$ cat config.mk
export PLATFORM = sky130hd
export DESIGN_NAME = aes_inv_round
export DESIGN_NICKNAME = d
export VERILOG_FILES = /design/src/rtl/aes_pkg.sv /design/src/rtl/aes_inv_sbox.sv /design/src/rtl/aes_inv_round.sv
export SDC_FILE = /design/constraint.sdc
export NUM_CORES = 2
export LEC_CHECK = 0
export CAP_MARGIN = 20
export CORE_UTILIZATION = 58
export CTS_CLUSTER_SIZE = 24
export DETAILED_ROUTE_END_ITERATION = 8
export GPL_TIMING_DRIVEN = 0
export HOLD_SLACK_MARGIN = 0.02
export PLACE_DENSITY = 0.9
export SYNTH_ARGS = -nofsm -noshare
export SYNTH_HDL_FRONTEND = slang
export SYNTH_SLANG_ARGS = --single-unit
$ cat constraint.sdc
create_clock -name clk_i -period 7.9 [get_ports clk_i]
set_input_delay 1.58 -clock clk_i [delete_from_list [all_inputs] [get_ports clk_i]]
set_output_delay 1.58 -clock clk_i [all_outputs]
set_load 0.005 [all_outputs]
$ cat src/rtl/aes_pkg.sv
// Shared types, GF(2^8) helpers and FSM encoding for the AES inverse round engine.
package aes_pkg;

    typedef logic [7:0]       aes_byte_t;
    // Index 3 of a column is row 0 (the most significant byte).
    typedef aes_byte_t [3:0]  aes_col_t;
    // Index 3 of a state is column 0 (the most significant word).
    typedef aes_col_t  [3:0]  aes_state_t;

    typedef enum logic [1:0] {
        IDLE = 2'd0,
        BUSY = 2'd1,
        DONE = 2'd2
    } fsm_t;

    // Reduction constant for the AES field polynomial x^8+x^4+x^3+x+1.
    localparam aes_byte_t GF_RED = 8'h1b;

    function automatic aes_byte_t gf_xtime(input aes_byte_t a);
        return {a[6:0], 1'b0} ^ (a[7] ? GF_RED : 8'h00);
    endfunction

    function automatic aes_byte_t gf_mul_9(input aes_byte_t a);
        aes_byte_t x2, x4, x8;
        x2 = gf_xtime(a);
        x4 = gf_xtime(x2);
        x8 = gf_xtime(x4);
        return x8 ^ a;
    endfunction

    function automatic aes_byte_t gf_mul_b(input aes_byte_t a);
        aes_byte_t x2, x4, x8;
        x2 = gf_xtime(a);
        x4 = gf_xtime(x2);
        x8 = gf_xtime(x4);
        return x8 ^ x2 ^ a;
    endfunction

    function automatic aes_byte_t gf_mul_d(input aes_byte_t a);
        aes_byte_t x2, x4, x8;
        x2 = gf_xtime(a);
        x4 = gf_xtime(x2);
        x8 = gf_xtime(x4);
        return x8 ^ x4 ^ a;
    endfunction

    function automatic aes_byte_t gf_mul_e(input aes_byte_t a);
        aes_byte_t x2, x4, x8;
        x2 = gf_xtime(a);
        x4 = gf_xtime(x2);
        x8 = gf_xtime(x4);
        return x8 ^ x4 ^ x2;
    endfunction

endpackage

$ cat src/rtl/aes_inv_sbox.sv
// Combinational AES inverse S-box: 256x8 constant table lookup.
module aes_inv_sbox
    import aes_pkg::*;
(
    input  logic [7:0] in_byte,
    output logic [7:0] out_byte
);

    // Entry i lives at bits [2047-8i -: 8], i.e. row 0 of the table is the top word.
    localparam logic [2047:0] INV_SBOX = {
        128'h52096ad53036a538bf40a39e81f3d7fb,
        128'h7ce339829b2fff87348e4344c4dee9cb,
        128'h547b9432a6c2233dee4c950b42fac34e,
        128'h082ea16628d924b2765ba2496d8bd125,
        128'h72f8f66486689816d4a45ccc5d65b692,
        128'h6c704850fdedb9da5e154657a78d9d84,
        128'h90d8ab008cbcd30af7e45805b8b34506,
        128'hd02c1e8fca3f0f02c1afbd0301138a6b,
        128'h3a9111414f67dcea97f2cfcef0b4e673,
        128'h96ac7422e7ad3585e2f937e81c75df6e,
        128'h47f11a711d29c5896fb7620eaa18be1b,
        128'hfc563e4bc6d279209adbc0fe78cd5af4,
        128'h1fdda8338807c731b11210592780ec5f,
        128'h60517fa919b54a0d2de57a9f93c99cef,
        128'ha0e03b4dae2af5b0c8ebbb3c83539961,
        128'h172b047eba77d626e169146355210c7d
    };

    // Byte i sits at bit offset 8*(255-i); 255-i is simply the bitwise inverse of i.
    logic [10:0] bit_base;

    assign bit_base = {~in_byte, 3'b000};
    assign out_byte = INV_SBOX[bit_base +: 8];

endmodule

$ cat src/rtl/aes_inv_round.sv
// Column-serial AES inverse-cipher round: InvShiftRows, InvSubBytes,
// AddRoundKey and (unless final round) InvMixColumns, one column per cycle.
module aes_inv_round
    import aes_pkg::*;
(
    input  logic         clk_i,
    input  logic         rst_i,
    input  logic         in_valid_i,
    output logic         in_ready_o,
    input  logic [127:0] state_i,
    input  logic [127:0] rkey_i,
    input  logic         last_i,
    output logic         out_valid_o,
    input  logic         out_ready_i,
    output logic [127:0] state_o
);

    fsm_t       fsm_reg, fsm_next;
    logic [1:0] col_cnt_reg;
    aes_state_t in_state_reg;
    aes_state_t rkey_reg;
    logic       last_reg;
    aes_state_t result_reg;

    logic       accept;
    aes_col_t   t_col, u_col, v_col, w_col;

    // Ready never looks at in_valid_i; a finished block frees the engine
    // in the same cycle it is taken downstream.
    assign in_ready_o  = (fsm_reg == IDLE) || ((fsm_reg == DONE) && out_ready_i);
    assign accept      = in_valid_i && in_ready_o;
    assign out_valid_o = (fsm_reg == DONE);
    assign state_o     = result_reg;

    // Next-state logic for the IDLE/BUSY/DONE sequencer.
    always_comb begin
        fsm_next = fsm_reg;
        case (fsm_reg)
            IDLE: if (accept) fsm_next = BUSY;
            BUSY: if (col_cnt_reg == 2'd3) fsm_next = DONE;
            DONE: if (out_ready_i) fsm_next = in_valid_i ? BUSY : IDLE;
            default: fsm_next = IDLE;
        endcase
    end

    // Per-row column datapath. The source column for row r is rotated by r,
    // which implements InvShiftRows without touching the captured input.
    for (genvar gi = 0; gi < 4; gi++) begin : g_row
        localparam int         IDX = 3 - gi;
        localparam logic [1:0] ROW = 2'(gi);
        localparam int         IDX1 = 3 - ((gi + 1) % 4);
        localparam int         IDX2 = 3 - ((gi + 2) % 4);
        localparam int         IDX3 = 3 - ((gi + 3) % 4);

        logic [1:0] src_col;
        aes_byte_t  mix_byte;

        assign src_col    = col_cnt_reg - ROW;
        assign t_col[IDX] = in_state_reg[~src_col][IDX];

        aes_inv_sbox u_inv_sbox (
            .in_byte  (t_col[IDX]),
            .out_byte (u_col[IDX])
        );

        assign v_col[IDX] = u_col[IDX] ^ rkey_reg[~col_cnt_reg][IDX];

        // Circulant {0e,0b,0d,09} row of the InvMixColumns matrix.
        assign mix_byte   = gf_mul_e(v_col[IDX])  ^ gf_mul_b(v_col[IDX1]) ^
                            gf_mul_d(v_col[IDX2]) ^ gf_mul_9(v_col[IDX3]);
        assign w_col[IDX] = last_reg ? v_col[IDX] : mix_byte;
    end

    // Sequencer state and column counter; the counter wraps 3->0 entering DONE.
    always_ff @(posedge clk_i) begin
        if (rst_i) begin
            fsm_reg     <= IDLE;
            col_cnt_reg <= 2'd0;
        end else begin
            fsm_reg <= fsm_next;
            if (fsm_reg == BUSY) begin
                col_cnt_reg <= col_cnt_reg + 2'd1;
            end
        end
    end

    // Capture registers load on accept; the result register takes one column per BUSY cycle.
    always_ff @(posedge clk_i) begin
        if (rst_i) begin
            in_state_reg <= '0;
            rkey_reg     <= '0;
            last_reg     <= 1'b0;
            result_reg   <= '0;
        end else begin
            if (accept) begin
                in_state_reg <= state_i;
                rkey_reg     <= rkey_i;
                last_reg     <= last_i;
            end
            if (fsm_reg == BUSY) begin
                result_reg[~col_cnt_reg] <= w_col;
            end
        end
    end

endmodule

==> results of run 1 <==
-- layer usage --
layer / overflow / track usage (%)
met1: 0 / 71.7
met2: 6 / 85.6
met3: 0 / 52.8
met4: 17 / 58.9
met5: 0 / 22.2
-- Yosys cell counts (45+ instances only) --
cell / n / area share [%]
clkbuf_1: 220 / 2.5
xnor2_1: 103 / 2.7
nand3_1: 77 / 1.2
nor3_1: 47 / 0.71
buf_2: 110 / 1.7
o211ai_1: 69 / 1.6
a21oi_1: 524 / 7.9
nor2b_1: 52 / 0.98
o21ai_0: 151 / 2.3
a211oi_1: 46 / 1.0
mux2i_1: 101 / 3.1
o221ai_1: 45 / 1.2
mux4_2: 64 / 4.4
ha_1: 84 / 3.2
a31oi_1: 98 / 1.9
dfxtp_1: 389 / 24
nand2b_1: 101 / 1.9
nand2_1: 809 / 9.2
nor2_1: 174 / 2.0
-- stage by stage --
stage | utilization [%] | setup WS (ps) | instance area [um2]
2_1_floorplan | - | 1600 | 33100
3_3_place_gp | 67.3 | -1140 | 37900
3_5_place_dp | 67.5 | -1240 | 38100
4_1_cts | 70.5 | 8.77 | 39800
-- repair_timing --
action / 4_1_cts
setup endpoints to repair: 128
hold buffers: 0
pin swaps: 14
resized for setup: 68
setup buffers: 12
-- logic make-up after synthesis --
logic type	after synthesis	synth area share, %
xor+xnor	227	9.19
simple gates	1440	19.6
flops	389	23.5
fa+ha+maj	84	3.18
compound gates	1419	28.5
buf+inv	471	7.02
mux	203	8.94
==> summary.md, run 1 <==
| Metric | Value |
|---|---|
| Status | did not finish |
| Initial Util | 58.7% |
| # IOs | 391 |
| # H-tree levels | 2 |
| Avg Cell Area, Syn | 7.82 um2 |
| Die W | 241 um |
| Synth Register Bits | 389 |
| GRT Total Usage | 68.5% |
| Hpwl dp | 132000 um |
| Clk root buf | clkbuf_16 |
| Net Count, Synth | 4578 |
| Die Span Y | 241 um |
| Post-Place Cells | 5385 |
| Vias in the first global route | 44.6k |
| Yosys cell types | 114 |
| Gpl congestion | 1.31 |
| TritonCTS Buffers | 40 |
| Tool error message | [ERROR GRT-0116] Global routing finished with congestion. Check the congestion regions in the DRC Viewer. |
| Largest net degree at the start of global routing | 17 |
| Clock Sink Count | 389 |
| Sequential share of the synthesized area | 23.5% |
| Async SR Flop Fraction | 0% |
| Stop stage | global routing (5_1_grt) |
| Clock tree buffer depth | 3 |
| Num rows | 87 |
| Cell Area, Synth | 33100 um2 |
| IO buf count | 389 |
| First-pass GRT wire length | 293000 um |
| GRT Residual Overflow | 23 |
| Mapped Cells | 4233 |
| Number of flops mapped to enable cells by yosys | 0 |
| Top FF cell, synth | dfxtp_1 |
| Synthesis Warnings | 0 |
==> run 2, diff against run 1 <==
--- a/config.mk
+++ b/config.mk
@@ -6,12 +6,10 @@
 export NUM_CORES = 2
 export LEC_CHECK = 0
 export CAP_MARGIN = 20
-export CORE_UTILIZATION = 58
-export CTS_CLUSTER_SIZE = 24
+export CORE_UTILIZATION = 40
 export DETAILED_ROUTE_END_ITERATION = 8
 export GPL_TIMING_DRIVEN = 0
-export HOLD_SLACK_MARGIN = 0.02
-export PLACE_DENSITY = 0.9
+export PLACE_DENSITY_LB_ADDON = 0.15
 export SYNTH_ARGS = -nofsm -noshare
 export SYNTH_HDL_FRONTEND = slang
 export SYNTH_SLANG_ARGS = --single-unit
==> run 2 against run 1 <==
  * The flow now finishes, with violations (negative setup slack)
  * Area after synthesis did not move
  * Synthesized cell count did not move
==> summary.md, run 2 <==
| Metric | Value |
|---|---|
| Status | finished, violations left |
| Failing checks | negative setup slack |
| Crit Path Category | reg -> reg |
| Total of max-cap violations | 0 |
| Clock Sink Count | 389 |
| Worst path bufs/invs | 8 |
| Fin crit period | 8030 ps |
| Top FF cell, synth | dfxtp_1 |
| Final Hold Fails | 0 |
| Mapped Cells | 4233 |
| GRT Total Usage | 47.7% |
| Final period util | 102% |
| Hold buffers post-CTS | 0 |
| Most frequent cells in the layout | nand2_1, a21oi_1, clkdlybuf4s50_1, dfxtp_1, clkbuf_1 |
| CP max stage delay | 580 ps |
| Slew @ Worst Pin | 1180 ps |
| Top Layer Used | met5 |
| Post-Synth Simple-Gate Area | 19.6% |
| Net Count, Synth | 4578 |
| RSZ-0062 raised after global routing | false |
| Drt pass-1 iters | 9 |
| CTS clk-pin slew, worst paths | 70 ps |
| Largest net degree at the start of global routing | 17 |
| Share of cells above drive strength 1 | 12.6% |
| Initial DRC Count | 6627 |
| Commonest non-fill, non-tap cell in the layout | nand2_1 |
| Vias per cell | 7.04 |
| Die Span Y | 290 um |
| Yosys top cell area share | 23.5% |
| Most numerous cell in the Yosys netlist | nand2_1 |
| Setup slack after layout | -132 ps |
| Yosys cell types | 114 |
| Die footprint | 83900 um2 |
| Final TNS setup | -1420 ps |
| Crit path DAT | 8470 ps |
| CP delay by family, top | buffers and inverters |
| Async SR Flop Fraction | 0% |
| Max VDD drop | 0.901 mV |
| Synth Register Bits | 389 |
| Leakage Power | 14.8 nW |
| Post-synth top area cell | dfxtp_1 |
| Synthesis Warnings | 0 |
| Final setup skew | 29.2 ps |
| Initial antenna violation count | 8 |
| Most common library cells after synthesis | nand2_1, a21oi_1, dfxtp_1, clkbuf_1, nor2_1 |
| CP cell instances | buf_2 > buf_2 > mux4_2 > buf_2 > buf_2 > clkbuf_4 > clkinvlp_4 > buf_4 > ha_1 > clkbuf_1 > nand2_1 > a21oi_1 > o41ai_1 > nor3_1 > a32oi_2 > xor2_4 > xor3_2 > xor3_1 > xnor3_2 > xor2_2 > o21ai_1 > a21oi_1 |
| Top post-synthesis cells by area | dfxtp_1, nand2_1, a21oi_1, mux4_2, ha_1 |
| Post-Layout Cell Count | 5820 |
| Area growth syn-to-layout | 23.6% |
| Avg WL per Cell | 35.7 um |
| CP Data Required Time | 8340 ps |
| HP Class | reg -> reg |
| Avg Cell Area, Syn | 7.82 um2 |
| # H-tree levels | 2 |
| Clk root buf | clkbuf_16 |
| Routed wl met2 | 84800 um |
| DRC Markers | 0 |
| First-pass GRT wire length | 288000 um |
| Slowest-stage cell, CP | xor3_2 |
| XOR/XNOR Fraction of Synth Area | 9.19% |
| Met1 wire length | 72900 um |
| Core area | 82000 um2 |
| Cell Area, Synth | 33100 um2 |
| Kind of end point of the critical path | flop |
| Final #Nets | 5056 |
| Sequential share of the synthesized area | 23.5% |
| GRT Residual Overflow | 0 |
| Mux cell area share after synthesis | 8.94% |
| Slew Limit Fails | 0 |
| Largest family of logic cells by synthesized area | compound AO/OA/AOI/OAI gates |
| PD cells | 451 nW/um2 |
| Die W | 290 um |
| Initial Util | 40.4% |
| IO buf count | 389 |
| Area fraction in compound gates after synthesis | 28.5% |
| Critical Path Fanout Max | 15 |
| Via count | 40.9k |
| Post-Place Cells | 5696 |
| Drt total wl | 208000 um |
| Synth Area in Adders | 3.18% |
| Met3 routed WL | 31800 um |
| Vias in the first global route | 38.8k |
| Fin util | 49.9% |
| Relative slew slack | 21.7% |
| Clock tree buffer depth | 3 |
| Number of setup violations in the final report | 23 |
| Number of flops mapped to enable cells by yosys | 0 |
| Clock latency on the worst-skew pair | 610 ps |
| Max Freq | 0.125 GHz |
| Gpl congestion | 1.09 |
| Hpwl dp | 155000 um |
| CTS tree | yes |
| Total power | 18.4 mW |
| Crit path top cell by count | buf_2 |
| Num rows | 105 |
| Critical Path Source Type | flop |
| # IOs | 391 |
| TritonCTS Buffers | 43 |
| Post-route ant nets | 0 |
[run 2: final timing paths]
check,startpoint,to,slack (ps),depth (start not counted)
max,col_cnt_reg[1],state_o[20],-130,22
min,rkey_reg[127],rkey_reg[127],450,2
max reg2reg,col_cnt_reg[1],state_o[20],-130,22
min reg2reg,rkey_reg[127],rkey_reg[127],450,2
[run 2: timing repair]
item / in CTS / in global routing
gates resized for setup: 97 / 65
gates cloned: 0 / 0
pin swaps: 13 / 17
endpoints found under the setup margin: 128 / 110
buffers inserted: 18 / 25
[run 2: where the power goes]
part / internal [mW] / switching [mW] / leakage (nW) / total [mW]
Combinational: 5.62 / 8.43 / 10.9 / 14.0
Sequential: 2.17 / 0.133 / 3.18 / 2.30
Clock: 1.15 / 0.947 / 0.709 / 2.10
Total: 8.93 / 9.51 / 14.8 / 18.4
[run 2: worst reg2reg max path: cells and delay by family, from the launching register on]
family,cells,cell delay [ps]
fa+ha+maj,1,220
compound gates,5,1480
buf+inv,8,2490
simple gates,2,640
xor+xnor,5,2080
flops,1,560
mux,1,420
[run 2: per-stage QoR]
step	setup WS (ps)	area, um2	hold slack, ps
6_report	-132	40900	451
3_5_place_dp	-1720	38400	444
4_1_cts	2.68	40400	454
3_3_place_gp	-2510	38300	437
2_1_floorplan	1600	33100	432
5_1_grt	2.22	40900	472
[run 2: cell families after synthesis]
kind of cell | Yosys count
xor gates and xnor gates | 227
adders and majority gates | 84
muxes | 203
buffers and inverters | 471
DFF | 389
AOI/OAI and AO/OA | 1419
and+or+nand+nor | 1440
[run 2: layout make-up]
cell class	instances	area, um2
diodes	5	12.5
plain buffers	418	2190
clock buffers	53	1180
clock inverters	26	246
fillers	7964	41100
inverters	48	208
multi-input cells	3373	23600
flip-flops and latches	389	7790
well taps	1070	1340
repair buffers	438	4330
[run 2: layer usage]
metal / vias up / global-route usage (%)
met5: - / 0
met4: 10 / 31.3
met3: 1007 / 18.8
met2: 3825 / 69.7
met1: 19600 / 57.8
li1: 16500 / -
Power figures use the tool's default switching activity.
